[src/rtl/ext_mem_wait_ctrl.sv]
// rtl/ext_mem_wait_ctrl.sv - wait-state controller for external program/data memory accesses
// Freezes the pipeline via stall while a request/ack handshake runs against the external region.
module ext_mem_wait_ctrl #(
  parameter int WAIT_PM = 2,
  parameter int WAIT_DM = 3,
  parameter int TIMEOUT = 16
) (
  input  logic        clk,
  input  logic        rst,
  input  logic [15:0] pm_add,
  input  logic        pm_req,
  input  logic [15:0] dm_add,
  input  logic        dm_req,
  input  logic        rwb,
  input  logic        ext_ack,
  input  logic [15:0] ext_rdata,
  output logic        stall,
  output logic        ext_req,
  output logic [15:0] ext_add,
  output logic        ext_rwb,
  output logic [15:0] pm_rdata,
  output logic [15:0] dm_rdata,
  output logic        err
);

  typedef enum logic [1:0] {
    S_IDLE,
    S_DM_ACC,
    S_PM_ACC,
    S_DONE
  } state_t;

  localparam logic [7:0] LP_PM_LAST  = 8'(WAIT_PM - 1);
  localparam logic [7:0] LP_DM_LAST  = 8'(WAIT_DM - 1);
  localparam logic [7:0] LP_TMO_LAST = 8'(TIMEOUT - 1);

  state_t      r_state;
  logic [7:0]  r_cnt;
  logic        r_pm_pend;
  logic        r_ext_req;
  logic [15:0] r_ext_add;
  logic        r_ext_rwb;
  logic [15:0] r_pm_rdata;
  logic [15:0] r_dm_rdata;
  logic        r_err;

  logic        w_pm_hit;
  logic        w_dm_hit;
  logic        w_in_dm;
  logic [7:0]  w_last;
  logic        w_done;
  logic        w_tmo;

  assign w_pm_hit = pm_req & (pm_add[15:12] != 4'h0);
  assign w_dm_hit = dm_req & (dm_add[15:12] != 4'h0);
  assign w_in_dm  = (r_state == S_DM_ACC);
  assign w_last   = w_in_dm ? LP_DM_LAST : LP_PM_LAST;
  // An ack before the minimum wait has elapsed is deliberately ignored.
  assign w_done   = (r_cnt >= w_last) & ext_ack;
  assign w_tmo    = (r_cnt == LP_TMO_LAST) & ~w_done;

  assign ext_req  = r_ext_req;
  assign ext_add  = r_ext_add;
  assign ext_rwb  = r_ext_rwb;
  assign pm_rdata = r_pm_rdata;
  assign dm_rdata = r_dm_rdata;
  assign err      = r_err;

  always_comb begin
    stall = 1'b0;
    if (!rst) begin
      case (r_state)
        S_IDLE:  stall = ~(w_pm_hit | w_dm_hit);
        S_DONE:  stall = 1'b1;
        default: stall = 1'b0;
      endcase
    end
  end

  always_ff @(posedge clk) begin
    if (rst) begin
      r_state    <= S_IDLE;
      r_cnt      <= 8'd0;
      r_pm_pend  <= 1'b0;
      r_ext_req  <= 1'b0;
      r_ext_add  <= 16'h0000;
      r_ext_rwb  <= 1'b1;
      r_pm_rdata <= 16'h0000;
      r_dm_rdata <= 16'h0000;
      r_err      <= 1'b0;
    end else begin
      case (r_state)
        S_IDLE: begin
          // Data access first: it belongs to the older instruction.
          if (w_dm_hit) begin
            r_state   <= S_DM_ACC;
            r_ext_add <= dm_add;
            r_ext_rwb <= rwb;
            r_pm_pend <= w_pm_hit;
            r_ext_req <= 1'b1;
            r_cnt     <= 8'd0;
          end else if (w_pm_hit) begin
            r_state   <= S_PM_ACC;
            r_ext_add <= pm_add;
            r_ext_rwb <= 1'b1;
            r_ext_req <= 1'b1;
            r_cnt     <= 8'd0;
          end
        end
        S_DM_ACC, S_PM_ACC: begin
          if (w_done || w_tmo) begin
            if (w_tmo) begin
              r_err <= 1'b1;
            end else if (r_ext_rwb) begin
              if (w_in_dm) r_dm_rdata <= ext_rdata;
              else         r_pm_rdata <= ext_rdata;
            end
            // pm_add is still held by the frozen fetch stage, so re-sample it here.
            if (w_in_dm && r_pm_pend) begin
              r_state   <= S_PM_ACC;
              r_pm_pend <= 1'b0;
              r_ext_add <= pm_add;
              r_ext_rwb <= 1'b1;
              r_cnt     <= 8'd0;
            end else begin
              r_state   <= S_DONE;
              r_ext_req <= 1'b0;
            end
          end else begin
            r_cnt <= r_cnt + 8'd1;
          end
        end
        S_DONE: begin
          r_state <= S_IDLE;
        end
        default: begin
          r_state <= S_IDLE;
        end
      endcase
    end
  end

endmodule

[config.mk]
export PLATFORM = sky130hd
export DESIGN_NAME = ext_mem_wait_ctrl
export DESIGN_NICKNAME = d
export VERILOG_FILES = /design/src/rtl/ext_mem_wait_ctrl.sv
export SDC_FILE = /design/constraint.sdc
export NUM_CORES = 1
export LEC_CHECK = 0
export CAP_MARGIN = 10
export CELL_PAD_IN_SITES_DETAIL_PLACEMENT = 1
export CELL_PAD_IN_SITES_GLOBAL_PLACEMENT = 2
export CORE_MARGIN = 4
export CORE_UTILIZATION = 28
export CTS_BUF_LIST = sky130_fd_sc_hd__clkbuf_8
export DETAILED_ROUTE_END_ITERATION = 7
export GPL_TIMING_DRIVEN = 0
export PLACE_DENSITY_LB_ADDON = 0.1
export SYNTH_ARGS = -nofsm -noshare
export SYNTH_HDL_FRONTEND = slang
export SYNTH_SLANG_ARGS = --single-unit
[constraint.sdc]
create_clock -name clk -period 7.6 [get_ports clk]
set_input_delay 1.14 -clock clk [delete_from_list [all_inputs] [get_ports clk]]
set_output_delay 1.14 -clock clk [all_outputs]
set_load 0.05 [all_outputs]
==> impl_metrics.json <==
{
  "status": "finished, final reports clean",
  "setup_tns_ns": 0,
  "drtPass1Iterations": 4,
  "finClkSkew_ns": 0.0101,
  "crit_start": "dm_add[12]",
  "p_leak_nw": 1.63,
  "fillers": 1102,
  "syn_avg_cell_area_um2": 9.39,
  "rsz0062_at_grt": "false",
  "ctsResizeCount": 0,
  "critPathKind": "input port to output pin",
  "synth-edff-count": 0,
  "synth_cell_type_count": 33,
  "fin_crit_ns": 4.89,
  "cp-start-kind": "input port",
  "timing.final.crit_share_pct": 64.4,
  "clock-root-buffer": "clkbuf_8",
  "dp_cells": 520,
  "async_reset_ff_share_pct": 0,
  "slowest_stage": "clkdlybuf4s50_1",
  "p_per_area_nw_per_um2": 372,
  "cp.required_ns": 6.46,
  "grt_overflow": 0,
  "core_um2": 9280,
  "wl_um": 8100,
  "postSynthCellCount": 286,
  "clkTransAtPathRegs_ns": 0.07,
  "final-seq-area_um2": 1240,
  "die_height_um": 106,
  "synth.cell_area_um2": 2690,
  "crit_path_max_incr_delay_ns": 0.86,
  "start_util_pct": 28.9,
  "portBuffers": 105,
  "relSlewSlack_pct": 42.3,
  "worstReg2RegStart": "r_state[1]$_SDFFE_PP0P_",
  "crit_family": "buffers and inverters",
  "cts_buffers": 9,
  "dp_hpwl_um": 6130,
  "clock_latency_ns": 0.35,
  "yosys_warnings": 0,
  "die_area_um2": 11200,
  "rows": 35,
  "hold_viol": 0,
  "slew_viol_final": 0,
  "routedWlPerCell_um": 15.1,
  "final_util_pct": 44.2,
  "drt-initial-drc-count": 51,
  "grt_pass1_vias": 2605,
  "antenna_found_initial": 0,
  "synth-seq-area-share_pct": 46.2,
  "finalPower_w": 0.00152,
  "hp-class": "flip-flop to flip-flop",
  "cts_setup_buffers": 0,
  "yosys.area.top_type": "dfxtp_1",
  "setup_viol": 0,
  "io_pins": 106,
  "end_kind": "output pin",
  "syn_nets": 347,
  "multi_input_area_um2": 1330,
  "via_per_inst": 4.60,
  "drive_gt1_share_pct": 6.39,
  "area_growth_pct": 52.7,
  "final_common_cell": "clkdlybuf4s50_1",
  "vdd_drop_max_v": 0.000151,
  "clockBufferDepth": 2,
  "antenna_cells": 0,
  "drc": 0,
  "ant_nets": 0,
  "ys_top_cells_by_area": "dfxtp_1 (46%), mux2i_1 (18%), nor2_1 (8.8%)",
  "grt_usage_pct": 14.5,
  "crit_top_cell": "clkdlybuf4s50_1",
  "synth_top_area_share_pct": 46.2,
  "vias": 2465,
  "drv_cap": 0,
  "ctsHoldBuffers": 0,
  "die_w_um": 106,
  "crit_fanout": 8,
  "max_freq_mhz": 204,
  "htree_num_levels": 3,
  "grt_max_degree": 14,
  "synth-main-ff-cell": "dfxtp_1",
  "grt_first_pass_wirelength_um": 13000,
  "path_buf_inv": 3,
  "cp.arrival_ns": 3.75,
  "final_cell_mix": "clkdlybuf4s50_1 (105), nor2_1 (63), dfxtp_1 (62), mux2i_1 (47), a211oi_1 (12)",
  "final_cells": 536,
  "worst_slew_pin_slew_ns": 0.863,
  "layout.nets": 463,
  "path_cells": "clkdlybuf4s50_1 > o41ai_4 > and3_1 > clkbuf_1 > nor2_1 > nor3_1 > clkdlybuf4s50_1",
  "cts_sinks": 62,
  "ys_seq_elements": 62,
  "min_from": "dm_rdata[7]$_SDFFE_PP0P_",
  "gp_congestion": 0.739,
  "cts_tree": "yes"
}
## synth_stat cells (all sizes together), types with 3 or more instances
master  number
a31oi        3
a311oi       5
a21oi        5
inv          8
nor2        63
a211oi      12
nor3         5
or3          3
ha           7
nand3        4
dfxtp       62
o21ai       10
buf          7
xor2         4
mux2i       47
nand2       11
and3         4
clkbuf      11
## power by group
group | leakage [nW] | internal, W | switching [W]
logic | 1.03 | 0.000288 | 0.000512
registers | 0.505 | 0.000389 | 0.0000336
clock network | 0.0968 | 0.000155 | 0.000146
## per-layer routing
metal  share of wire, %  global-route usage [%]  vias up
met5                  0                       0        -
met4               0.80                    3.05        0
met3                7.2                    6.19        7
met2                 49                    25.1       62
met1                 43                    16.8     1163
li1                   -                       -     1233
## through the flow
stage | setup slack (ns) | hold WS, ns | instance area [um^2]
2_1_floorplan | 3.38 | 0.452 | 2690
3_3_place_gp | 2.71 | 0.469 | 3900
3_5_place_dp | 2.69 | 0.484 | 3900
4_1_cts | 2.69 | 0.503 | 4100
5_1_grt | 2.59 | 0.519 | 4100
6_report | 2.71 | 0.496 | 4100
## tightest hold or removal path, stage by stage (launching register included)
cell	delay (ns)
dfxtp_1	0.33
mux2i_1	0.07
nor2_1	0.07
## state kept, by name (all words and copies together), names as in the netlist
register	cells
dm_rdata	16
ext_req	1
err	1
ext_add	16
r_pm_pend	1
ext_rwb	1
pm_rdata	16
r_cnt	8
r_state	2
## cells by family (layout without fill, tap and decap cells)
logic type                 count (synthesis)  count (layout)  share of synthesized area, %
AOI/OAI and AO/OA                         43              43                          11.8
xor gates and xnor gates                   5               5                          1.63
adders and majority gates                  7               7                          3.26
buffers and inverters                     26             147                          4.19
DFF                                       62              62                          46.2
muxes                                     47              47                          17.5
and+or+nand+nor                           96              96                          15.4
## area by class of cell
type                            count  area share [%]
Buffer                             18            2.01
Clock buffer                        9            3.02
Clock inverter                      7            1.95
Inverter                            8           0.732
Multi-Input combinational cell    198            32.5
Sequential cell                    62            30.3
Tap cell                          129            3.94
Timing Repair Buffer              105            25.6
## worst paths after layout
check	endpoint	slack, ns	cells after the start
setup / recovery	stall	2.71	7
hold / removal	dm_rdata[7]$_SDFFE_PP0P_	0.50	2
setup reg to reg	pm_rdata[9]$_SDFFE_PP0P_	4.58	11
hold reg to reg	dm_rdata[7]$_SDFFE_PP0P_	0.50	2
(Power assumes the default switching activity.)
